### config.mk
export PLATFORM = sky130hd
export DESIGN_NAME = sync_down_counter
export DESIGN_NICKNAME = d
export VERILOG_FILES = /design/src/rtl/sync_down_counter_pkg.sv /design/src/rtl/sync_down_counter.sv
export SDC_FILE = /design/constraint.sdc
export NUM_CORES = 1
export LEC_CHECK = 0
export ABC_AREA = 1
export BUFFER_PORTS_ARGS = -buffer_cell sky130_fd_sc_hd__buf_2
export CAP_MARGIN = 20
export CORE_AREA = 2 2 39 41
export CTS_BUF_LIST = sky130_fd_sc_hd__clkbuf_2
export DETAILED_ROUTE_END_ITERATION = 16
export DIE_AREA = 0 0 41 43
export PLACE_DENSITY = 0.64
export RECOVER_POWER = 25
export SYNTH_ARGS = -nofsm -noshare
export SYNTH_HDL_FRONTEND = slang
export SYNTH_SLANG_ARGS = --single-unit
### constraint.sdc
create_clock -name clk -period 1.1 [get_ports clk]
set_input_delay 0.11 -clock clk [delete_from_list [all_inputs] [get_ports clk]]
set_output_delay 0.11 -clock clk [all_outputs]
set_load 0.005 [all_outputs]
### src/rtl/sync_down_counter_pkg.sv
// Shared definitions for the down-counter: state encodings, default width, bench clock timing.
package sync_down_counter_pkg;

  typedef enum logic {
    ST_IDLE = 1'b0,
    ST_RUN  = 1'b1
  } state_t;

  localparam int DEFAULT_WIDTH  = 4;
  localparam int TB_HALF_PERIOD = 50;

endpackage

### src/rtl/sync_down_counter.sv
// Loadable down-counter/timer with a one-cycle done pulse on expiry; reset > load > en.
// Define AUTO_RELOAD_EN to reload from the stored period on expiry instead of stopping.
module sync_down_counter
  import sync_down_counter_pkg::*;
#(
  parameter int WIDTH = DEFAULT_WIDTH
) (
  input  logic             clk,
  input  logic             reset,
  input  logic             en,
  input  logic             load,
  input  logic [WIDTH-1:0] load_val,
  output logic [WIDTH-1:0] count,
  output logic             busy,
  output logic             done
);

  localparam logic [WIDTH-1:0] ONE = WIDTH'(1);

  state_t           state, state_nxt;
  logic [WIDTH-1:0] period, period_nxt;
  logic [WIDTH-1:0] count_nxt;
  logic             done_nxt;

  always_comb begin
    state_nxt  = state;
    count_nxt  = count;
    period_nxt = period;
    done_nxt   = 1'b0;
    if (load) begin
      count_nxt  = load_val;
      period_nxt = load_val;
      if (load_val != '0) begin
        state_nxt = ST_RUN;
      end else begin
        // A zero load expires immediately without ever entering RUN.
        state_nxt = ST_IDLE;
        done_nxt  = 1'b1;
      end
    end else if (state == ST_RUN && en) begin
      if (count == ONE) begin
        done_nxt = 1'b1;
`ifdef AUTO_RELOAD_EN
        count_nxt = period;
`else
        count_nxt = '0;
        state_nxt = ST_IDLE;
`endif
      end else begin
        count_nxt = count - ONE;
      end
    end
  end

  always_ff @(posedge clk) begin
    if (reset) begin
      state  <= ST_IDLE;
      count  <= '0;
      period <= '0;
      done   <= 1'b0;
    end else begin
      state  <= state_nxt;
      count  <= count_nxt;
      period <= period_nxt;
      done   <= done_nxt;
    end
  end

  assign busy = (state == ST_RUN);

endmodule

Word-level counts from Yosys, hierarchy flattened. Index checks and enable logic that the tools add are counted.

Register bits after elaboration: 6. Input port bits: 8. Output and inout port bits: 6.

$add $sub $neg: 1. Eq/ne operators: 1. Mux-type cells: 11. Reductions and logical operators: 5.

Operator list (count): $mux 4 (3); $mux 1 (8); $eq 4x1->1 const B (1); $reduce_bool 2->1 (2); $reduce_bool 4->1 (1); $sub 4x1->4 const B (1); $reduce_and 2->1 (1); $logic_and 1x1->1 (1).

Logic depth before layout (Yosys ltp).
Word-level depth: 4. Gate-level depth with buffers: 7. Mapped depth without buffers: 7.

Least setup slack after synthesis. No wires, ideal clock.

Path type: reg2reg. Start point: register count[0]. End point: register count[1]. Setup time: 0.070 ns. Data arrival time: 1.004 ns. Data required time: 1.030 ns. Path slack: 0.026 ns. Cell stages (with the launch flop): 6. Buffers on the path: 0. Cell sequence: dfxtp_1 -> inv_1 -> ha_1 -> o21ai_1 -> nand2_1 -> a21oi_1.

Cells in the longest elaborated chain, start to end: 4. Elaborated cells on any way between the ends: 5.

RTL lines: from (decl) (RTL line sync_down_counter.sv:13) `output logic [WIDTH-1:0] count,`; from (signal assigned) (RTL line sync_down_counter.sv:63) `count <= count_nxt;`; $sub 4x1->4 / $eq 4x1->1 (equally long branches) (RTL line sync_down_counter.sv:50, sync_down_counter.sv:41); $mux 4 * (RTL line sync_down_counter.sv:41) `if (count == ONE) begin`; $mux 4 * (RTL line sync_down_counter.sv:40) `end else if (state == ST_RUN && en) begin`; $mux 4 * (RTL line sync_down_counter.sv:30) `if (load) begin`.

Mark *: on every way between the ends. The rest lies on a longest branch, timed or not. The select of a mux whose other input is x is not followed. A chain may end at the register's enable or synchronous reset.

Worst setup path after layout. Same ends and word-level chain as after synthesis.

==> results.md <==
- The area taken by multi-input logic gates is 251.5 sq um.
- Hold repair after CTS inserted 0 buffers.
- The total of endpoints with negative setup slack in the final report is 0.
- The worst setup path is captured at a register.
- After filler insertion, the fill cell instance count of the layout stands at 155.
- Once detail routing completed, the nets flagged for antenna violations numbered 0.
- The final net count is 86.
- The worst path needs 1.032 ns of the cycle, external delays included.
- The register area is 122.6 sq um.
- Routability-driven placement finished with a final weighted congestion of 0.7508.
- For this run the aggregate overflow at the end of global routing stands at 0.
- The number of global-route vias before repair came to 360.
- The buffer type at the clock tree root is clkbuf_2.
- For this run, the total global-route usage over all layers was measured as 0.1197.
- The area added between synthesis and finish is 35.78%.
- The worst hold path belongs to the class primary input to register.
- After layout, the worst setup slack is 0.06809 ns.
- The leakage power is around 0.26 nW.
- The starting utilization of the core area is 0.2830.
- In the layout the commonest cells are nand2_1 (15), buf_2 (13), nor2_1 (5).
- The number of placed instances, taps included is 87.
- The final count of pins violating max slew is 0.
- The floorplan has 14 rows.
- After detailed routing, the average wire length per cell comes to 9.222 microns.
- Summing every instance area after synthesis gives a little under 400 sq um.
- The number of search-and-repair iterations in the first detailed-routing pass is 4.
- The worst vdd rail ir drop is 0.0004728 V.
- The sequential area share after synthesis is 0.3067.
- The count of port buffers added during placement is 13.
- The origin of the worst min-delay path is reset.
- STA classifies the critical path startpoint as a register.
- The tightest hold path in the finished design has a slack of around 0.12 ns.
- For the worst setup path, the data arrival time is 1.21 ns.
- Tracing the worst setup path back leads to its startpoint at count[0].
- The number of DRC violations after detailed routing is 0.
- The HPWL after detailed placement is 621.9 microns.
- The number of nets handed over by synthesis was 66.
- Dividing the final minimum period by the clock period gives 0.9381.
- The critical path class is register to register.
- 0 antenna diodes ended up in the layout.
- The H-tree depth is 1.
- The cell count after synthesis is 56.
- In this run the count of I/O pins placed on the die edge is 14.
- For the worst setup path, the data required time is 1.27 ns.
- The max-slew headroom at the worst pin is 0.8814.
- The die is 43 microns tall.
- The total die area is 1763 sq um.
- The global-route wire length before repair is 1380 microns.
- The worst flop-to-flop path startpoint is count[0].
- Along the worst path, the maximum fanout reaches 4.
- Leaving out fill and tap cells, the most frequent cell in the layout is nand2_1.
- Measured along the x axis, the die boundary spans 41 microns.
- Dividing the synthesized area by the synthesized cell count gives 6.993 sq um.
- The number of flip-flops and latches in the synthesized netlist is 6.
- The later-pin clock latency in the skew report is approximately 0.24 ns.
- The flow ran to the end, and the final reports show no timing, DRC or antenna violations.
- The maximum count of clock buffers along a single path is 2.
- Power comes to between 500 and 600 uW.
- The detailed router placed 405 vias in this run.
- At the pin with the least slew margin, the transition time is 0.1775 ns.
- In the routed layout, each cell is associated on average with a via count of 4.500.
- The core box area is 1384 sq um.
- Power spread over the standard cell area amounts to 1122 nW/um^2.
- The largest net degree at the start of global routing is 9.
- TritonCTS built the clock tree.
- CTS saw 6 sinks.
- The clock buffer count from CTS is 3.
- Before CTS, the worst setup slack after placement is 0.05095 ns.
- The post-CTS clock slew at the launch and capture registers of the worst setup and hold paths is 0.06 ns.
- The final cell count without fillers is 90.
- Based on the critical path, the design can be clocked at up to 969.1 MHz.
- The number of antenna violations at the first check in global routing came to 0.
- The distinct cell type count after synthesis is 18.
- After routing, the total negative slack on setup checks comes to 0 ns.
- The final worst clock skew is roughly 0.0016 ns.
- The wire length after detailed routing is between 800 and 900 microns.
- The number of design-rule violations left by the first detailed-router iteration is 3.
- In the final layout, the share of cells above drive strength 1 is 0.5270.
- The max-cap violation count is 0.
- The final hold violation count is 0.
- During synthesis, Yosys emitted a total of 0 warnings.
-- where the power goes --
group          internal (mW)  switching [mW]  leakage (nW)  total, mW
clock network         0.0739          0.0907        0.0125      0.165
logic                 0.0840          0.0989         0.198      0.183
registers              0.236          0.0137        0.0503      0.249
-- cells by family after synthesis --
kind of cell,share of synthesized area
AO/OA/AOI/OAI,0.1725
AND/OR/NAND/NOR,0.3387
flip-flops,0.3067
buffers and inverters,0.1182
adder cells (fa/ha/maj),0.06389
-- state kept, by name, summed over array words and instances, names as in the netlist --
name   flops
done       1
count      4
busy       1
-- worst paths after layout --
path	end	slack [ns]	cells past startpoint
setup / recovery	count[1]	0.07	5
hold / removal	count[1]	0.12	2
hold reg to reg	busy	0.48	2
setup reg to reg	count[1]	0.07	5
-- stage by stage --
step / instance area (sq um) / utilization
detailed placement: 488.0 / 0.3526
finish: 531.8 / 0.3843
global placement: 488.0 / 0.3526
CTS: 503.0 / 0.3635
global route: 531.8 / 0.3843
floorplan: 391.6 / -
-- final cells by class --
class | instances | area share
flip-flops and latches | 6 | 0.2306
repair buffers | 16 | 0.1647
well taps | 16 | 0.03765
clock buffers | 3 | 0.02824
inverters | 8 | 0.06588
multi-input cells | 41 | 0.4729
-- synth_stat cells --
cell type   n  share of area
dfxtp_1     6           0.31
ha_1        2          0.064
nor2_1      6          0.058
o21bai_1    1          0.019
nor3b_2     1          0.032
o21ai_1     1          0.013
nand2_1    17           0.16
o21ai_2     2          0.045
inv_1       5          0.048
nand3_1     2          0.026
a21oi_1     4          0.051
inv_6       1          0.022
a21oi_2     2          0.045
nand4_1     1          0.016
nand2_4     1          0.029
nand2_2     1          0.016
inv_2       2          0.019
buf_6       1          0.029
-- layer usage --
| layer | track usage | up-vias | wire [microns] |
|---|---|---|---|
| met1 | 0.1392 | 178 | 363 |
| li1 | - | 213 | - |
| met5 | 0 | - | 0 |
| met2 | 0.1719 | 11 | 386 |
| met4 | 0.08000 | 0 | 27 |
| met3 | 0.04712 | 3 | 53 |
-- worst max-delay path, stage by stage (launching register included) --
cell and delay [ns]:
dfxtp_2 0.35, inv_2 0.05, ha_4 0.22, o21ai_1 0.12, nand2_1 0.09, a21oi_2 0.12
-- what timing repair did --
| item | CTS | global route |
|---|---|---|
| resized for setup | 0 | 10 |
| endpoints found under the setup margin | 0 | 4 |
| setup buffers | 0 | 0 |
| hold endpoints to repair | 0 | 0 |
No activity file was read; power rests on OpenSTA's default activity.
